[config.mk]
export PLATFORM = sky130hd
export DESIGN_NAME = mouse_master_sm
export DESIGN_NICKNAME = d
export VERILOG_FILES = /design/src/rtl/mouse_pkg.sv /design/src/rtl/mouse_delay_counter.sv /design/src/rtl/mouse_master_sm.sv
export SDC_FILE = /design/constraint.sdc
export NUM_CORES = 1
export LEC_CHECK = 0
export CAP_MARGIN = 5
export CORE_MARGIN = 3
export CORE_UTILIZATION = 54
export CTS_CLUSTER_SIZE = 25
export DETAILED_ROUTE_END_ITERATION = 6
export PLACE_DENSITY = 0.82
export SYNTH_ARGS = -nofsm -noshare
export SYNTH_HDL_FRONTEND = slang
export SYNTH_SLANG_ARGS = --single-unit
export TNS_END_PERCENT = 100
[constraint.sdc]
create_clock -name CLK -period 2.6 [get_ports CLK]
set_input_delay 0.52 -clock CLK [delete_from_list [all_inputs] [get_ports CLK]]
set_output_delay 0.52 -clock CLK [all_outputs]
set_load 0.05 [all_outputs]
[src/rtl/mouse_pkg.sv]
// -----------------------------------------------------------------------------
// mouse_pkg
// Shared definitions for the PS/2 mouse master sequencer:
//   - master_state_t : 4-bit state encoding (also exported on MASTER_STATE)
//   - PS/2 command bytes (reset, enable streaming)
//   - PS/2 response bytes (ACK, BAT passed, standard mouse device ID)
//   - helper functions that classify states
// -----------------------------------------------------------------------------
package mouse_pkg;

  localparam int unsigned CNT_WIDTH = 24;

  typedef enum logic [3:0] {
    ST_INIT_WAIT        = 4'd0,
    ST_SEND_RESET       = 4'd1,
    ST_WAIT_RESET_SENT  = 4'd2,
    ST_WAIT_ACK1        = 4'd3,
    ST_WAIT_BAT         = 4'd4,
    ST_WAIT_ID          = 4'd5,
    ST_SEND_ENABLE      = 4'd6,
    ST_WAIT_ENABLE_SENT = 4'd7,
    ST_WAIT_ACK2        = 4'd8,
    ST_RX_STATUS        = 4'd9,
    ST_RX_DX            = 4'd10,
    ST_RX_DY            = 4'd11
  } master_state_t;

  localparam logic [7:0] CMD_RESET         = 8'hFF;
  localparam logic [7:0] CMD_ENABLE_STREAM = 8'hF4;

  localparam logic [7:0] RSP_ACK       = 8'hFA;
  localparam logic [7:0] RSP_BAT_OK    = 8'hAA;
  localparam logic [7:0] RSP_DEVICE_ID = 8'h00;

  // States in which the receiver is enabled and BYTE_READY is honoured.
  function automatic logic is_rx_state(input master_state_t s);
    logic r;
    r = 1'b0;
    case (s)
      ST_WAIT_ACK1, ST_WAIT_BAT, ST_WAIT_ID,
      ST_WAIT_ACK2, ST_RX_STATUS, ST_RX_DX, ST_RX_DY: r = 1'b1;
      default: r = 1'b0;
    endcase
    return r;
  endfunction

  // Handshake-waiting states covered by the response watchdog.
  // Streaming states are deliberately excluded: a still mouse sends nothing.
  function automatic logic is_watched_state(input master_state_t s);
    logic r;
    r = 1'b0;
    case (s)
      ST_WAIT_RESET_SENT, ST_WAIT_ACK1, ST_WAIT_BAT, ST_WAIT_ID,
      ST_WAIT_ENABLE_SENT, ST_WAIT_ACK2: r = 1'b1;
      default: r = 1'b0;
    endcase
    return r;
  endfunction

endpackage

[src/rtl/mouse_delay_counter.sv]
// -----------------------------------------------------------------------------
// mouse_delay_counter
// Free-running up-counter with synchronous clear and a terminal-count compare.
// Shared by the power-up wait and the response watchdog of mouse_master_sm.
// The count saturates at all-ones so an indefinite wait never wraps back into
// a spurious terminal-count match.
//
// Ports:
//   CLK          in   system clock
//   RESET        in   asynchronous, active-high reset (count -> 0)
//   i_clear      in   synchronous clear (count -> 0 on next edge)
//   i_terminal   in   WIDTH  compare value
//   o_terminal   out  1 while count == i_terminal
// -----------------------------------------------------------------------------
module mouse_delay_counter #(
  parameter int unsigned WIDTH = 24
) (
  input  logic             CLK,
  input  logic             RESET,
  input  logic             i_clear,
  input  logic [WIDTH-1:0] i_terminal,
  output logic             o_terminal
);

  logic [WIDTH-1:0] r_count;

  always_ff @(posedge CLK or posedge RESET) begin
    if (RESET) begin
      r_count <= '0;
    end else if (i_clear) begin
      r_count <= '0;
    end else if (r_count != {WIDTH{1'b1}}) begin
      r_count <= r_count + 1'b1;
    end
  end

  assign o_terminal = (r_count == i_terminal);

endmodule

[src/rtl/mouse_master_sm.sv]
// -----------------------------------------------------------------------------
// mouse_master_sm
// Sequencing controller for a PS/2 mouse. Performs power-up initialisation
// (wait, send FF, expect FA/AA/00, send F4, expect FA) and then assembles
// 3-byte movement packets into MOUSE_STATUS/DX/DY with a one-cycle
// SEND_INTERRUPT per complete packet.
//
// Optional feature macro: MOUSE_MASTER_WATCHDOG_EN
//   defined   : handshake-waiting states (2..5, 7, 8) return to INIT_WAIT when
//               the shared counter reaches RESP_TIMEOUT_CYCLES-1.
//   undefined : those states wait indefinitely.
//
// Parameters:
//   INIT_WAIT_CYCLES     power-up delay before the reset command (1..2^24-1)
//   RESP_TIMEOUT_CYCLES  per-state response timeout (1..2^24-1, watchdog only)
//
// Ports:
//   CLK              in   system clock
//   RESET            in   asynchronous, active-high
//   SEND_BYTE        out  one-cycle transmit request
//   BYTE_TO_SEND     out  8  command byte, held until the next command
//   BYTE_SENT        in   one-cycle transmit-done
//   READ_ENABLE      out  receiver enable
//   BYTE_READ        in   8  received byte
//   BYTE_ERROR_CODE  in   2  00 = clean byte
//   BYTE_READY       in   one-cycle receive-done
//   MOUSE_STATUS     out  8  packet byte 0
//   MOUSE_DX         out  8  packet byte 1
//   MOUSE_DY         out  8  packet byte 2
//   SEND_INTERRUPT   out  one-cycle new-packet pulse
//   MASTER_STATE     out  4  current state (debug)
// -----------------------------------------------------------------------------
module mouse_master_sm
  import mouse_pkg::*;
#(
  parameter int unsigned INIT_WAIT_CYCLES    = 1_000_000,
  parameter int unsigned RESP_TIMEOUT_CYCLES = 5_000_000
) (
  input  logic       CLK,
  input  logic       RESET,
  output logic       SEND_BYTE,
  output logic [7:0] BYTE_TO_SEND,
  input  logic       BYTE_SENT,
  output logic       READ_ENABLE,
  input  logic [7:0] BYTE_READ,
  input  logic [1:0] BYTE_ERROR_CODE,
  input  logic       BYTE_READY,
  output logic [7:0] MOUSE_STATUS,
  output logic [7:0] MOUSE_DX,
  output logic [7:0] MOUSE_DY,
  output logic       SEND_INTERRUPT,
  output logic [3:0] MASTER_STATE
);

  localparam logic [CNT_WIDTH-1:0] INIT_TERM = CNT_WIDTH'(INIT_WAIT_CYCLES - 1);
  localparam logic [CNT_WIDTH-1:0] RESP_TERM = CNT_WIDTH'(RESP_TIMEOUT_CYCLES - 1);

  master_state_t r_state;
  master_state_t w_state_next;

  logic       r_send_byte;
  logic [7:0] r_byte_to_send;
  logic       r_read_enable;
  logic [7:0] r_pkt_status;
  logic [7:0] r_pkt_dx;
  logic [7:0] r_mouse_status;
  logic [7:0] r_mouse_dx;
  logic [7:0] r_mouse_dy;
  logic       r_interrupt;

  logic                 w_clear;
  logic                 w_tc;
  logic [CNT_WIDTH-1:0] w_terminal;
  logic                 w_byte_ok;
  logic                 w_rx_ok;

  // The single counter serves two purposes: the init delay in state 0 and the
  // response timeout everywhere else, so only the compare value changes.
  assign w_terminal = (r_state == ST_INIT_WAIT) ? INIT_TERM : RESP_TERM;
  assign w_clear    = (w_state_next != r_state);

  mouse_delay_counter #(
    .WIDTH(CNT_WIDTH)
  ) u_delay_counter (
    .CLK        (CLK),
    .RESET      (RESET),
    .i_clear    (w_clear),
    .i_terminal (w_terminal),
    .o_terminal (w_tc)
  );

  assign w_byte_ok = (BYTE_ERROR_CODE == 2'b00);
  assign w_rx_ok   = BYTE_READY && w_byte_ok;

  // Next-state logic. BYTE_READY is only examined in receive states and
  // BYTE_SENT only in the two transmit-wait states, so stray pulses elsewhere
  // are ignored by construction.
  always_comb begin
    w_state_next = r_state;
    case (r_state)
      ST_INIT_WAIT:        if (w_tc) w_state_next = ST_SEND_RESET;
      ST_SEND_RESET:       w_state_next = ST_WAIT_RESET_SENT;
      ST_WAIT_RESET_SENT:  if (BYTE_SENT) w_state_next = ST_WAIT_ACK1;
      ST_WAIT_ACK1:
        if (BYTE_READY)
          w_state_next = (w_byte_ok && BYTE_READ == RSP_ACK) ? ST_WAIT_BAT : ST_INIT_WAIT;
      ST_WAIT_BAT:
        if (BYTE_READY)
          w_state_next = (w_byte_ok && BYTE_READ == RSP_BAT_OK) ? ST_WAIT_ID : ST_INIT_WAIT;
      ST_WAIT_ID:
        if (BYTE_READY)
          w_state_next = (w_byte_ok && BYTE_READ == RSP_DEVICE_ID) ? ST_SEND_ENABLE : ST_INIT_WAIT;
      ST_SEND_ENABLE:      w_state_next = ST_WAIT_ENABLE_SENT;
      ST_WAIT_ENABLE_SENT: if (BYTE_SENT) w_state_next = ST_WAIT_ACK2;
      ST_WAIT_ACK2:
        if (BYTE_READY)
          w_state_next = (w_byte_ok && BYTE_READ == RSP_ACK) ? ST_RX_STATUS : ST_INIT_WAIT;
      // Bit 3 of a status byte is always 1; anything else is treated as
      // misalignment and dropped so the stream resynchronises.
      ST_RX_STATUS:        if (w_rx_ok && BYTE_READ[3]) w_state_next = ST_RX_DX;
      ST_RX_DX:            if (BYTE_READY) w_state_next = w_byte_ok ? ST_RX_DY : ST_RX_STATUS;
      ST_RX_DY:            if (BYTE_READY) w_state_next = ST_RX_STATUS;
      default:             w_state_next = ST_INIT_WAIT;
    endcase
`ifdef MOUSE_MASTER_WATCHDOG_EN
    // Timeout has priority over a handshake arriving in the same cycle.
    if (is_watched_state(r_state) && w_tc)
      w_state_next = ST_INIT_WAIT;
`endif
  end

  always_ff @(posedge CLK or posedge RESET) begin
    if (RESET) begin
      r_state        <= ST_INIT_WAIT;
      r_send_byte    <= 1'b0;
      r_byte_to_send <= 8'h00;
      r_read_enable  <= 1'b0;
      r_pkt_status   <= 8'h00;
      r_pkt_dx       <= 8'h00;
      r_mouse_status <= 8'h00;
      r_mouse_dx     <= 8'h00;
      r_mouse_dy     <= 8'h00;
      r_interrupt    <= 1'b0;
    end else begin
      r_state       <= w_state_next;
      // Derived from the next state so the enable lines up with MASTER_STATE.
      r_read_enable <= is_rx_state(w_state_next);
      r_send_byte   <= 1'b0;
      r_interrupt   <= 1'b0;
      case (r_state)
        ST_SEND_RESET: begin
          r_send_byte    <= 1'b1;
          r_byte_to_send <= CMD_RESET;
        end
        ST_SEND_ENABLE: begin
          r_send_byte    <= 1'b1;
          r_byte_to_send <= CMD_ENABLE_STREAM;
        end
        ST_RX_STATUS: if (w_rx_ok && BYTE_READ[3]) r_pkt_status <= BYTE_READ;
        ST_RX_DX:     if (w_rx_ok) r_pkt_dx <= BYTE_READ;
        // Host-visible outputs move only here, as a complete packet.
        ST_RX_DY: begin
          if (w_rx_ok) begin
            r_mouse_status <= r_pkt_status;
            r_mouse_dx     <= r_pkt_dx;
            r_mouse_dy     <= BYTE_READ;
            r_interrupt    <= 1'b1;
          end
        end
        default: ;
      endcase
    end
  end

  assign SEND_BYTE      = r_send_byte;
  assign BYTE_TO_SEND   = r_byte_to_send;
  assign READ_ENABLE    = r_read_enable;
  assign MOUSE_STATUS   = r_mouse_status;
  assign MOUSE_DX       = r_mouse_dx;
  assign MOUSE_DY       = r_mouse_dy;
  assign SEND_INTERRUPT = r_interrupt;
  assign MASTER_STATE   = r_state;

endmodule
# --- Yosys cells after proc, flatten, opt, wreduce, memory -nomap -nowiden ---
# Cells that the tools add are included.
totals:
  wordCells: 74
  ff_bits: 79
classes:
  reduce_logical: 15
  eq_ne: 23
  muxes: 24
  add_sub_neg: 1
op_table:
  columns: ["op", "n"]
  rows:
  - ["2-to-1 mux 24 bit", 2]
  - ["case mux 4 bit (12 select lines)", 1]
  - ["2-to-1 mux 4 bit", 11]
  - ["== test 4 bit (second input constant)", 8]
  - ["adder 24 x 1 -> 24 bit (second input constant)", 1]
  - ["== test 24 x 23 -> 1 bit", 1]
  - ["== test 4 x 3 -> 1 bit (second input constant)", 6]
  - ["inequality test 24 bit (second input constant)", 1]
  - ["2-to-1 mux 23 bit", 1]
  - ["== test 8 bit (second input constant)", 2]
  - ["case mux 8 bit (2 select lines)", 1]
  - ["== test 4 x 2 -> 1 bit (second input constant)", 3]
  - ["2-to-1 mux 3 bit", 3]
  - ["zero test 8 bit", 1]
  - ["OR reduction 7 bit", 1]
  - ["AND reduction 2 bit", 3]
  - ["logical AND 1 bit", 5]
  - ["== test 4 x 1 -> 1 bit (second input constant)", 1]
  - ["zero test 4 bit", 1]
  - ["2-to-1 mux 1 bit", 4]
  - ["inequality test 4 bit", 1]
  - ["nonzero test 2 bit", 2]
  - ["zero test 2 bit", 1]
  - ["2-to-1 mux 2 bit", 1]
  - ["OR reduction 2 bit", 1]

# --- Longest topological paths before layout ---
logic_depth:
  ltp_word: 8
  ltp_mapped: 9
  depth_no_buf: 7

# --- Cells and area by module ---
# Synthesis repeated with hierarchy kept, for this count alone.
hier_totals:
  hier_cells: 343
  hier_area_um2: 3857.4
by_module_without_submodules:
  columns: ["module", "n_inst", "cells_per_inst", "area_each_um2"]
  rows:
  - ["mouse_master_sm", 1, 167, 2252.2]
  - ["mouse_delay_counter", 1, 176, 1605.3]

# --- Worst setup path after synthesis ---
# OpenSTA, ideal clock, no wires.
synth_timing:
  kind: "register to register"
  start: "reg r_state[3], in the netlist MASTER_STATE[3]"
  end: "reg r_mouse_dx[0], in the netlist MOUSE_DX[0]"
  period_less_slack_ns: 2.249
  setup_ns: 0.125
  slack_ns: 0.351
  n_path_buf: 1
  arrival_time_ns: 2.125
  path_stages_with_launch: 5
  path_cell_list: "dfrtp_1 or4b_4 nor3_4 buf_2 mux2_2"
synth_between:
  elab_chain_cells: 2
synth_lines:
  columns: ["item", "line", "source"]
  rows:
  - ["from (decl)", "mouse_master_sm.sv:58", "master_state_t r_state;"]
  - ["from (signal assigned)", "mouse_master_sm.sv:145", "r_state <= w_state_next;"]
  - ["== test 4 bit", "mouse_master_sm.sv:150", "case (r_state)"]
  - ["AND reduction 2 bit (no source line)", null, null]
  - ["to (signal assigned)", "mouse_master_sm.sv:165", "r_mouse_dx <= r_pkt_dx;"]
  - ["to (decl)", "mouse_master_sm.sv:67", "logic [7:0] r_mouse_dx;"]
# No other way between the ends.
# A chain may end at the register's enable or synchronous reset.

# --- Final worst setup path ---
layout_timing:
  start: "reg r_state[3], in the netlist MASTER_STATE[3]"
  end: "out MASTER_STATE[3]"
layout_lines:
  columns: ["item", "line", "source"]
  rows:
  - ["to (decl)", "mouse_master_sm.sv:52", "output logic [3:0] MASTER_STATE"]
# No word-level cell between the ends.

==> impl_results.md <==
* Clk Latency, worst-skew pair at 0.36 ns
* Maximum root-to-sink buffer count at 2
* Die Width at 88.1 um
* Data required time of the critical path at 2.08 ns
* LEAKAGE at 1.94 nW
* Clock skew at 0.00997 ns
* Area used by sequential logic in the layout at 1830 sq um
* Placement-stage cell area at 4330 sq um
* IR Drop Worst-Case VDD at 0.000432 V
* CP endpoint kind: output port
* Yosys reg bits at 73
* Cts hold-fix bufs at 0
* Commonest cells after routing, fill and taps aside: sky130_fd_sc_hd__dfrtp_1 (73), sky130_fd_sc_hd__clkdlybuf4s50_1 (52), sky130_fd_sc_hd__mux2_2 (37)
* Slew of the pin with the lowest slew margin at 0.537 ns
* Worst reg2reg setup slack at 0.33 ns
* Proportion of register bits with asynchronous set or reset after synthesis at 100%
* Most common flop cell mapped by yosys: sky130_fd_sc_hd__dfrtp_1
* Post-synthesis net count at 344
* Vias per Instance at 5.83
* Final-layout worst hold slack at 0.470 ns
* Multi-input gate area at 1670 sq um
* Fraction of layout cells with a size suffix above 1 at 25.8%
* Depth of the worst register-to-register path at 7
* Number of buffer cells added on primary ports at 52
* Remaining max-slew budget at the tightest pin at 64.1%
* Cell area after synthesis at 3640 sq um
* Area growth from synthesis to layout at 24.6%
* Total number of vias at 2776
* Crit path kind: reg2out
* Cell chosen for the clock root: sky130_fd_sc_hd__clkbuf_8
* Post-DP HPWL at 5.71 mm
* Kind of cell adding the most delay to the critical path: buffers and inverters
* Initial Utilization at 56.6%
* Max Clock Freq at 0.410 GHz
* Max Transition Viols Final at 0
* Core Rows at 29
* Synthesized area per cell at 11.1 sq um
* Fraction of the cycle the final worst path needs at 93.7%
* Htree depth at 3
* Data arrival time of the critical path at 1.92 ns
* EDFF count, synth at 0
* # Max-Cap Violations at 0
* Detailed router's first-iteration violation count at 211
* Die height at 88.1 um
* Critical path's largest stage delay at 0.91 ns
* Fin Setup TNS at 0 ns
* Type of the tightest min-delay check: reg2reg
* Worst path depth at 1
* Number of antenna violations at the first check in global routing at 0
* I/O Pins at 53
* Worst path slowest cell: sky130_fd_sc_hd__clkdlybuf4s50_1
* Largest net degree at the start of global routing at 34
* Avg WL per Cell at 16.5 um
* Remaining antenna violation count after routing at 0
* Distinct cell type count after synthesis at 53
* Startpoint of the most critical setup path: MASTER_STATE[3]$_DFF_PP0_
* DRC Markers at 0
* Post-CTS Setup Repair Bufs at 0
* Final cell utilization of the core at 70.6%
* Final WL at 7.85 mm
* Number of buffer and inverter stages on the critical path at 1
* Placer congestion estimate at 0.891
* Global-route wire length before repair at 13.6 mm
* Layout Nets at 409
* Total of cells resized after clock tree synthesis at 0
* Critical-path cell list: clkdlybuf4s50_1
* Final number of hold-violating endpoints at 0
* Commonest non-fill, non-tap cell in the layout: sky130_fd_sc_hd__dfrtp_1
* Overall track demand over capacity in global routing at 22.8%
* Drt first pass iters at 4
* Total CTS buffers at 9
* Worst Setup EP: MASTER_STATE[3]
* Layout Cell Area excl Fill at 4530 sq um
* Core footprint at 6420 sq um
* Total gr overflow at 0
* Worst R2R End: u_delay_counter.r_count[2]$_DFFE_PP0P_
* Number of setup violations in the final report at 0
* Launch point of the worst reg-to-reg path: MASTER_STATE[3]$_DFF_PP0_
* Number of warnings printed during yosys synthesis at 0
* Unrepaired setup endpoints after global routing: no
* Number of clock sinks seen by CTS at 73
* Status: completed
* Post-synthesis instance total at 329
* Sequential element share of the synthesized area at 50.2%
* Filler cells at 476
* Clk slew on worst S/H paths at 0.08 ns
* CTS tree: built
* Number of antenna repair diodes at 0
* Pwr/cell area at 646 nW/um^2
* Crit path launch type: register
* Via count of the first global-routing pass at 2800
* Worst-path fanout max at 17
* Floorplan die area at 7760 sq um
* Post-route minimum period at 2.44 ns
area by class of cell:
class	instances	area share, %
multi-input combinational	230	36.8
sequential	73	40.3
inverter	8	0.663
clock buffer	11	3.12
tap	77	2.13
timing repair buffer	72	15.6
clock inverter	5	1.38
where the power goes:
part / total (mW) / internal, mW / switching (mW)
registers: 1.24 / 1.18 / 0.0593
logic: 0.769 / 0.292 / 0.477
clock network: 0.921 / 0.476 / 0.445
metal layers:
metal / track usage [%] / wire (um) / part of all wire (%)
met1: 30.8 / 3460 / 44
met2: 36.2 / 3880 / 49
met3: 4.89 / 398 / 5.1
met4: 9.07 / 104 / 1.3
met5: 0 / 0 / 0
kinds of logic (layout without fill, tap and decap cells):
| family | after synthesis | in the layout | share of synthesized area (%) |
|---|---|---|---|
| buffers and inverters | 26 | 96 | 3.96 |
| xor gates and xnor gates | 18 | 18 | 4.33 |
| DFF | 73 | 73 | 50.2 |
| AOI/OAI and AO/OA | 36 | 36 | 6.60 |
| and+or+nand+nor | 134 | 134 | 21.9 |
| adders and majority gates | 1 | 1 | 0.344 |
| muxes | 41 | 41 | 12.6 |
worst min-delay path by stage:
stage                     cells after the start                           to                         from  slack [ns]
after global routing                          1  r_pkt_status[3]$_DFFE_PP0P_  r_pkt_status[3]$_DFFE_PP0P_        0.50
after CTS                                     1  r_pkt_status[3]$_DFFE_PP0P_  r_pkt_status[3]$_DFFE_PP0P_        0.47
after global placement                        1  r_pkt_status[3]$_DFFE_PP0P_  r_pkt_status[3]$_DFFE_PP0P_        0.44
after floorplan                               1  r_pkt_status[3]$_DFFE_PP0P_  r_pkt_status[3]$_DFFE_PP0P_        0.43
after detailed placement                      1  r_pkt_status[3]$_DFFE_PP0P_  r_pkt_status[3]$_DFFE_PP0P_        0.45
final                                         1  r_pkt_status[3]$_DFFE_PP0P_  r_pkt_status[3]$_DFFE_PP0P_        0.47
per-stage QoR:
| step | setup slack (ns) | power [mW] | cells |
|---|---|---|---|
| 6_report | 0.163 | 2.93 | 476 |
| 5_1_grt | 0.0990 | 3.08 | 476 |
| 4_1_cts | 0.178 | 2.95 | 476 |
| 3_5_place_dp | -0.0963 | 2.03 | 460 |
| 3_3_place_gp | -0.0653 | 2.02 | 460 |
| 2_1_floorplan | 0.227 | 1.80 | 329 |
registers in the layout, summed over array words and instances, names as in the netlist:
name,cells
BYTE_TO_SEND,2
u_delay_counter.r_count,24
MOUSE_DY,8
MOUSE_DX,8
MASTER_STATE,4
SEND_BYTE,1
SEND_INTERRUPT,1
MOUSE_STATUS,8
r_pkt_status,8
r_pkt_dx,8
READ_ENABLE,1
Yosys cell counts (2+ instances only):
| cell | count | area, sq um |
|---|---|---|
| sky130_fd_sc_hd__a211oi_1 | 3 | 22.5 |
| sky130_fd_sc_hd__a21oi_1 | 7 | 35.0 |
| sky130_fd_sc_hd__a21oi_2 | 2 | 17.5 |
| sky130_fd_sc_hd__a31oi_1 | 3 | 18.8 |
| sky130_fd_sc_hd__and2_1 | 2 | 12.5 |
| sky130_fd_sc_hd__and3_1 | 4 | 25.0 |
| sky130_fd_sc_hd__and4_1 | 4 | 35.0 |
| sky130_fd_sc_hd__buf_2 | 7 | 35.0 |
| sky130_fd_sc_hd__buf_4 | 6 | 45.0 |
| sky130_fd_sc_hd__buf_6 | 2 | 22.5 |
| sky130_fd_sc_hd__clkbuf_1 | 3 | 11.3 |
| sky130_fd_sc_hd__dfrtp_1 | 73 | 1830 |
| sky130_fd_sc_hd__inv_1 | 8 | 30.0 |
| sky130_fd_sc_hd__mux2_1 | 2 | 22.5 |
| sky130_fd_sc_hd__mux2_2 | 37 | 417 |
| sky130_fd_sc_hd__mux2i_1 | 2 | 20.0 |
| sky130_fd_sc_hd__nand2_1 | 17 | 63.8 |
| sky130_fd_sc_hd__nand2b_1 | 6 | 37.5 |
| sky130_fd_sc_hd__nand3_1 | 15 | 75.1 |
| sky130_fd_sc_hd__nand4_1 | 11 | 68.8 |
| sky130_fd_sc_hd__nand4b_1 | 2 | 17.5 |
| sky130_fd_sc_hd__nor2_1 | 18 | 67.6 |
| sky130_fd_sc_hd__nor2_2 | 17 | 106 |
| sky130_fd_sc_hd__nor2b_1 | 4 | 25.0 |
| sky130_fd_sc_hd__nor3_1 | 11 | 55.1 |
| sky130_fd_sc_hd__nor4_1 | 7 | 43.8 |
| sky130_fd_sc_hd__o21ai_0 | 9 | 45.0 |
| sky130_fd_sc_hd__o22ai_1 | 4 | 25.0 |
| sky130_fd_sc_hd__or2_2 | 2 | 12.5 |
| sky130_fd_sc_hd__or3_1 | 2 | 12.5 |
| sky130_fd_sc_hd__xnor2_1 | 13 | 114 |
| sky130_fd_sc_hd__xor2_1 | 5 | 43.8 |
Note: power is estimated with default switching activity, not from simulation.
